[src/rtl/div_unit_pkg.sv]
// div_unit_pkg: shared widths, state encodings and result constants for div_unit
package div_unit_pkg;
  typedef logic [31:0] reg_data_bus_t;
  typedef logic [63:0] double_reg_bus_t;
  typedef enum logic [1:0] {
    DivFree   = 2'b00,
    DivByZero = 2'b01,
    DivOn     = 2'b10,
    DivEnd    = 2'b11
  } div_state_e;
  localparam logic DivResultReady    = 1'b1;
  localparam logic DivResultNotReady = 1'b0;
endpackage

[src/rtl/div_unit.sv]
// div_unit: 32-bit radix-2 restoring divider for DIV/DIVU; signed support enabled by DIV_SIGNED_EN
module div_unit
  import div_unit_pkg::*;
(
  input  logic            clk,
  input  logic            rst,
  input  logic            start_i,
  input  logic            annul_i,
  input  logic            signed_div_i,
  input  reg_data_bus_t   opdata1_i,
  input  reg_data_bus_t   opdata2_i,
  output double_reg_bus_t result_o,
  output logic            ready_o
);
  div_state_e      state, state_n;
  reg_data_bus_t   rem, rem_n, quo, quo_n, dsr, dsr_n;
  logic [4:0]      cnt, cnt_n;
  logic            ready_n;
  double_reg_bus_t result_n;
  logic [32:0]     trial;
  reg_data_bus_t   rem_s, quo_s, rem_fix, quo_fix, op1_mag, op2_mag;
  logic            accept;
  // One restoring step: the quotient MSB shifts into the partial remainder, keep the difference if it fits.
  assign trial  = {rem, quo[31]} - {1'b0, dsr};
  assign rem_s  = trial[32] ? {rem[30:0], quo[31]} : trial[31:0];
  assign quo_s  = {quo[30:0], ~trial[32]};
  assign accept = (state == DivFree) && start_i && !annul_i && (opdata2_i != '0);
`ifdef DIV_SIGNED_EN
  logic neg_a, neg_b, sa, sb;
  assign neg_a   = signed_div_i & opdata1_i[31];
  assign neg_b   = signed_div_i & opdata2_i[31];
  assign op1_mag = neg_a ? -opdata1_i : opdata1_i;
  assign op2_mag = neg_b ? -opdata2_i : opdata2_i;
  assign quo_fix = (sa ^ sb) ? -quo_s : quo_s;
  assign rem_fix = sa ? -rem_s : rem_s;
  // capture operand signs at accept for the fix-up on the final iteration
  always_ff @(posedge clk or negedge rst)
    if (!rst) {sa, sb} <= 2'b00;
    else if (accept) {sa, sb} <= {neg_a, neg_b};
`else
  logic sign_unused;
  assign sign_unused = signed_div_i;
  assign op1_mag     = opdata1_i;
  assign op2_mag     = opdata2_i;
  assign quo_fix     = quo_s;
  assign rem_fix     = rem_s;
`endif
  // next-state and datapath updates; ready/result are registered from END so inputs never reach outputs combinationally
  always_comb begin
    state_n  = state;
    rem_n    = rem;
    quo_n    = quo;
    dsr_n    = dsr;
    cnt_n    = cnt;
    ready_n  = DivResultNotReady;
    result_n = '0;
    case (state)
      DivFree: begin
        if (start_i && !annul_i && opdata2_i == '0) state_n = DivByZero;
        else if (accept) begin
          state_n = DivOn;
          rem_n   = '0;
          quo_n   = op1_mag;
          dsr_n   = op2_mag;
          cnt_n   = '0;
        end
      end
      DivByZero: begin
        state_n = DivEnd;
        rem_n   = '0;
        quo_n   = '0;
      end
      DivOn: begin
        if (annul_i) state_n = DivFree;
        else if (cnt == 5'd31) begin
          state_n = DivEnd;
          rem_n   = rem_fix;
          quo_n   = quo_fix;
          cnt_n   = '0;
        end else begin
          rem_n = rem_s;
          quo_n = quo_s;
          cnt_n = cnt + 5'd1;
        end
      end
      default: begin
        if (annul_i || !start_i) state_n = DivFree;
        else begin
          ready_n  = DivResultReady;
          result_n = {rem, quo};
        end
      end
    endcase
  end
  // state and datapath registers, cleared asynchronously
  always_ff @(posedge clk or negedge rst)
    if (!rst) begin
      state    <= DivFree;
      rem      <= '0;
      quo      <= '0;
      dsr      <= '0;
      cnt      <= '0;
      ready_o  <= DivResultNotReady;
      result_o <= '0;
    end else begin
      state    <= state_n;
      rem      <= rem_n;
      quo      <= quo_n;
      dsr      <= dsr_n;
      cnt      <= cnt_n;
      ready_o  <= ready_n;
      result_o <= result_n;
    end
endmodule

[config.mk]
export PLATFORM = sky130hd
export DESIGN_NAME = div_unit
export DESIGN_NICKNAME = d
export VERILOG_FILES = /design/src/rtl/div_unit_pkg.sv /design/src/rtl/div_unit.sv
export SDC_FILE = /design/constraint.sdc
export NUM_CORES = 1
export LEC_CHECK = 0
export CAP_MARGIN = 5
export CORE_ASPECT_RATIO = 2
export CORE_UTILIZATION = 58
export CTS_BUF_LIST = sky130_fd_sc_hd__clkbuf_4 sky130_fd_sc_hd__clkbuf_8 sky130_fd_sc_hd__clkbuf_16
export DETAILED_ROUTE_END_ITERATION = 8
export PLACE_DENSITY = 0.85
export RECOVER_POWER = 25
export REMOVE_ABC_BUFFERS = 1
export SLEW_MARGIN = 20
export SYNTH_ARGS = -nofsm -noshare
export SYNTH_HDL_FRONTEND = slang
export SYNTH_SLANG_ARGS = --single-unit
export TNS_END_PERCENT = 10
[constraint.sdc]
create_clock -name clk -period 8.6 [get_ports clk]
set_input_delay 1.72 -clock clk [delete_from_list [all_inputs] [get_ports clk]]
set_output_delay 1.72 -clock clk [all_outputs]
set_load 0.03 [all_outputs]
Word level (Yosys, flattened, before mapping)

Index checks and enable logic that the tools add are counted.

Output and inout port bits: 65
Bits of input ports: 69
Logic and storage cells: 62
Register bits: 168

Reduce and logical (&&, ||, !) cells: 19
Add/sub/neg operators: 2
Multiplexer cells: 24
Equality and inequality tests: 8
Bitwise operators: 2

Operators by type and width:

| operator                                                              | count |
|---|---|
| 32-bit 2-to-1 mux                                                     | 7 |
| 32-bit case mux with 3 select lines                                   | 2 |
| 64-bit 2-to-1 mux                                                     | 2 |
| 33-bit by 32-bit subtractor with 33-bit output                        | 1 |
| 32-bit zero test                                                      | 1 |
| 32-bit nonzero test                                                   | 1 |
| 5-bit 2-to-1 mux                                                      | 4 |
| 2-bit 2-to-1 mux                                                      | 5 |
| 5-bit case mux with 2 select lines                                    | 1 |
| 4-bit AND reduction                                                   | 2 |
| 2-bit != test, second input constant                                  | 3 |
| 2-bit case mux with 3 select lines                                    | 1 |
| 3-bit AND reduction                                                   | 2 |
| 5-bit by 1-bit adder with 5-bit output, second input constant         | 1 |
| 5-bit equality test, second input constant                            | 1 |
| 1-bit logical AND                                                     | 5 |
| 4-bit nonzero test                                                    | 1 |
| 3-bit by 2-bit != test with 1-bit output, second input constant       | 1 |
| 3-bit != test, second input constant                                  | 1 |
| 3-bit nonzero test                                                    | 1 |
| 3-bit OR reduction                                                    | 1 |
| 2-bit by 1-bit equality test with 1-bit output, second input constant | 1 |
| 2-bit equality test, second input constant                            | 1 |
| 1-bit zero test                                                       | 2 |
| 5 further kinds                                                       | 7 |

Logic depth before layout (Yosys ltp)

Depth after elaboration: 7
Depth in mapped cells: 15
Depth with buffers taken out: 14

Worst setup path after synthesis

OpenSTA, ideal clock, no wires.

Path kind: in2reg
Start: input port opdata2_i[24]
End: register rem[0]
Cell stages on the path: 11
Arrival: 3.539 ns
Slack: 4.928 ns
Buffers on the path: 3
Path through: nor4_1 nand4_1 or2_1 nand2_1 a21oi_1 o21bai_1 buf_2 or2_1 clkbuf_1 clkbuf_1 o21ai_1

Longest elaborated chain between the ends: 4
Elaborated cells between the ends (all ways): 7

RTL lines:

| what                                                           | RTL line                       | source |
|---|---|---|
| from (decl)                                                    | div_unit.sv:11                 | `input reg_data_bus_t opdata2_i,` |
| 32-bit zero test / 32-bit nonzero test (equally long branches) | div_unit.sv:59, div_unit.sv:27 |  |
| 1-bit logical AND, on equally long branches                    | div_unit.sv:59, div_unit.sv:27 |  |
| 2-bit != test (no source line)                                 | -                              |  |
| 4-bit AND reduction (no source line) (*)                       | -                              |  |
| to (signal assigned)                                           | div_unit.sv:107                | `rem <= rem_n;` |
| to (decl)                                                      | div_unit.sv:16                 | `reg_data_bus_t rem, rem_n, quo, quo_n, dsr, dsr_n;` |

Every way passes the cells marked *; elsewhere a longest branch is shown, timed or not.
A chain may end at the register's enable or synchronous reset.

==> impl_metrics.tcl <==
set metrics [dict create \
    status "complete, but fails checks" \
    violations "capacitance limit, slew limit" \
    root_buffer "clkbuf_16" \
    cts_setup_buffers 0 \
    antenna_cells 0 \
    synthCells 838 \
    cts.sinks 168 \
    path_max_fanout 93 \
    synth-simple-area-share_pct 12.6 \
    worstPathArrival_ns 6.18 \
    rows 62 \
    dp_hpwl_um 13600 \
    io_buffers 132 \
    first_global_vias 7033 \
    antenna_left 0 \
    syn_area_um2 8470 \
    worstMarginPinSlew_ns 4.71 \
    crit_family "buffers and inverters" \
    finalCritPeriodShare_pct 66.9 \
    ir_drop_v 0.000177 \
    final-seq-area_um2 4200 \
    die_area_um2 15100 \
    ys_types 62 \
    synth_edf_count 0 \
    via_per_inst 5.88 \
    wl_um 20100 \
    p_leak_nw 4.92 \
    synthAdderAreaFrac_pct 5.85 \
    cts_tree "done" \
    cp-start-kind "input pin" \
    initialDrtViolationCount 300 \
    area_delta_synth_final_pct 24.0 \
    tns_ns 0 \
    cp.required_ns 9.03 \
    grt_pass1_wl_um 33500 \
    async_flop_share_pct 100 \
    synth-main-ff-cell "dfrtp_1" \
    cap_viol_max_count 1 \
    end_kind "async pin" \
    pre_cts_slack_ns 3.02 \
    layout_setup_ws_ns 2.85 \
    drive_gt1_share_pct 8.32 \
    yosys_register_bits 168 \
    synth_top_family_by_area "compound AO/OA/AOI/OAI gates" \
    route.vias.total 6786 \
    antenna_found_initial 0 \
    io_pins 134 \
    postCtsHoldBufs 0 \
    synthMuxAreaShare_pct 4.61 \
    final-max-slew-violation-count 94 \
    path_cells "clkbuf_1 -> buf_4" \
    multi_input_area_um2 3790 \
    fp.dieH_um 173 \
    finalSetupViolCount 0 \
    finalClockSkew_ns 0.0110 \
    post_drt_wl_per_cell_um 17.4 \
    overflow 0 \
    synth_compound_area_share_pct 18.2 \
    slew_headroom_pct -214 \
    htreeDepth 4 \
    hold_viol 0 \
    post_synth_xor_area_fraction_pct 3.31 \
    period_needed_ns 5.75 \
    clk_latency_ns 0.44 \
    slowest_stage "clkbuf_1" \
    route.detailed.drc 0 \
    clock_path_buffers 2 \
    power_per_cell_area_nw_per_um2 292 \
    gp_congestion 0.869 \
    rsz0062_at_grt "no" \
    die_x_um 87.5 \
    cts_resized 0 \
    cts_made_buffers 17 \
    yosys_warnings 0 \
    path_buf_inv 2 \
    yosysSeqAreaShare_pct 49.6 \
    start_util_pct 59.4 \
    max_stage_delay_ns 3.26 \
    avgSynthCellArea_um2 10.1 \
    fmax_mhz 174 \
    finalNetCount 1058 \
    min_path_type "reg2reg" \
    track_usage_pct 28.8 \
    clk_pin_slew_ns 0.06 \
    grt_max_degree 100 \
    path_class "in2async" \
    num-fill-cells 1020 \
    firstDrtPassIters 5 \
    core_um2 14300 \
]
==> cells in the final DEF (no fill, tap or decap), types with 4 or more instances in the layout <==
master           Yosys  layout
a211oi_1             4       4
a21o_1              19      19
a21oi_1             86      86
a221oi_1            32      32
a31oi_1              4       4
a32oi_1              6       6
and2_1              65      65
buf_4                3       6
clkbuf_16            0      17
clkdlybuf4s50_1      0     130
dfrtp_1            168     168
ha_1                38      38
inv_1               78      78
mux2_2              32      32
nand2_1             50      50
nand3_1             13      13
nand4_1             12      12
nor2_1              29      28
nor3_1               4       4
nor4_1              10      10
o21ai_0             22      22
o21ai_1             27      27
o31ai_1              9       9
xnor2_1             15      15
xor2_1              12      12
==> per-layer routing <==
metal  GRT usage [%]  wire length [um]  up-vias  share of wire, %
met5               0                 0        -                 0
met4            16.6               888        0               4.4
met3            5.49              1010       66               5.0
met2            51.6             11000      258                55
met1            30.4              7130     3292                36
li1                -                 -     3170                 -
==> path summary, 6_finish.rpt <==
kind,slack (ns),startpoint,cells after the start,to
max in group clk,3.42,opdata2_i[9],11,rem[29]
max,2.85,rst,2,result_o[49]
min in group asynchronous,2.98,rst,1,result_o[12]
min,0.50,quo[15],1,result_o[15]
max reg2reg,4.81,quo[31],14,rem[26]
min reg2reg,0.50,quo[15],1,result_o[15]
==> flip-flops by register name (all words and copies together) (netlist names) <==
signal / flops
state: 2
result_o: 64
ready_o: 1
cnt: 5
rem: 32
dsr: 32
quo: 32
==> final cells by class <==
class / instances / area share, %
Sequential cell: 168 / 40.0
Multi-Input combinational cell: 545 / 36.0
Timing Repair Buffer: 138 / 12.9
Clock buffer: 19 / 4.31
Inverter: 80 / 2.86
Tap cell: 192 / 2.29
Clock inverter: 12 / 1.58
==> logic make-up (layout without fill, tap and decap cells) <==
logic type      after synthesis  after routing
compound gates              239            239
fa+ha+maj                    39             39
flops                       168            168
simple gates                203            203
buf+inv                     125            249
xor+xnor                     29             29
mux                          35             35
==> Yosys cell counts, drive strengths merged (19+ instances only) <==
cell,count,share of area [%]
clkbuf,27,1.2
o21ai,49,2.9
a21oi,87,5.2
nand2,50,2.2
and2,65,4.8
mux2,32,4.3
dfrtp,168,50
a21o,19,1.7
ha,38,5.6
nor2,29,1.3
inv,78,3.5
a221oi,33,3.5
==> report_power, final <==
group	switching, mW	internal, mW	total, mW	leakage (nW)
sequential	0.119	0.977	1.10	2.20
clock	0.322	0.476	0.798	0.302
combinational	0.718	0.456	1.17	2.42
total	1.16	1.91	3.07	4.92
==> metrics by stage <==
stage               area [um2]  cells  util, %  total power [mW]  hold slack [ns]
global placement          9900   1123     69.3              2.20            0.473
detailed placement        9900   1123     69.3              2.26            0.476
finish                   10500   1154     73.6              3.07            0.498
global route             10500   1154     73.6              3.27            0.513
floorplan                 8280    793        -              1.94            0.454
CTS                      10500   1154     73.7              3.08            0.492
No activity file was read; power rests on OpenSTA's default activity.
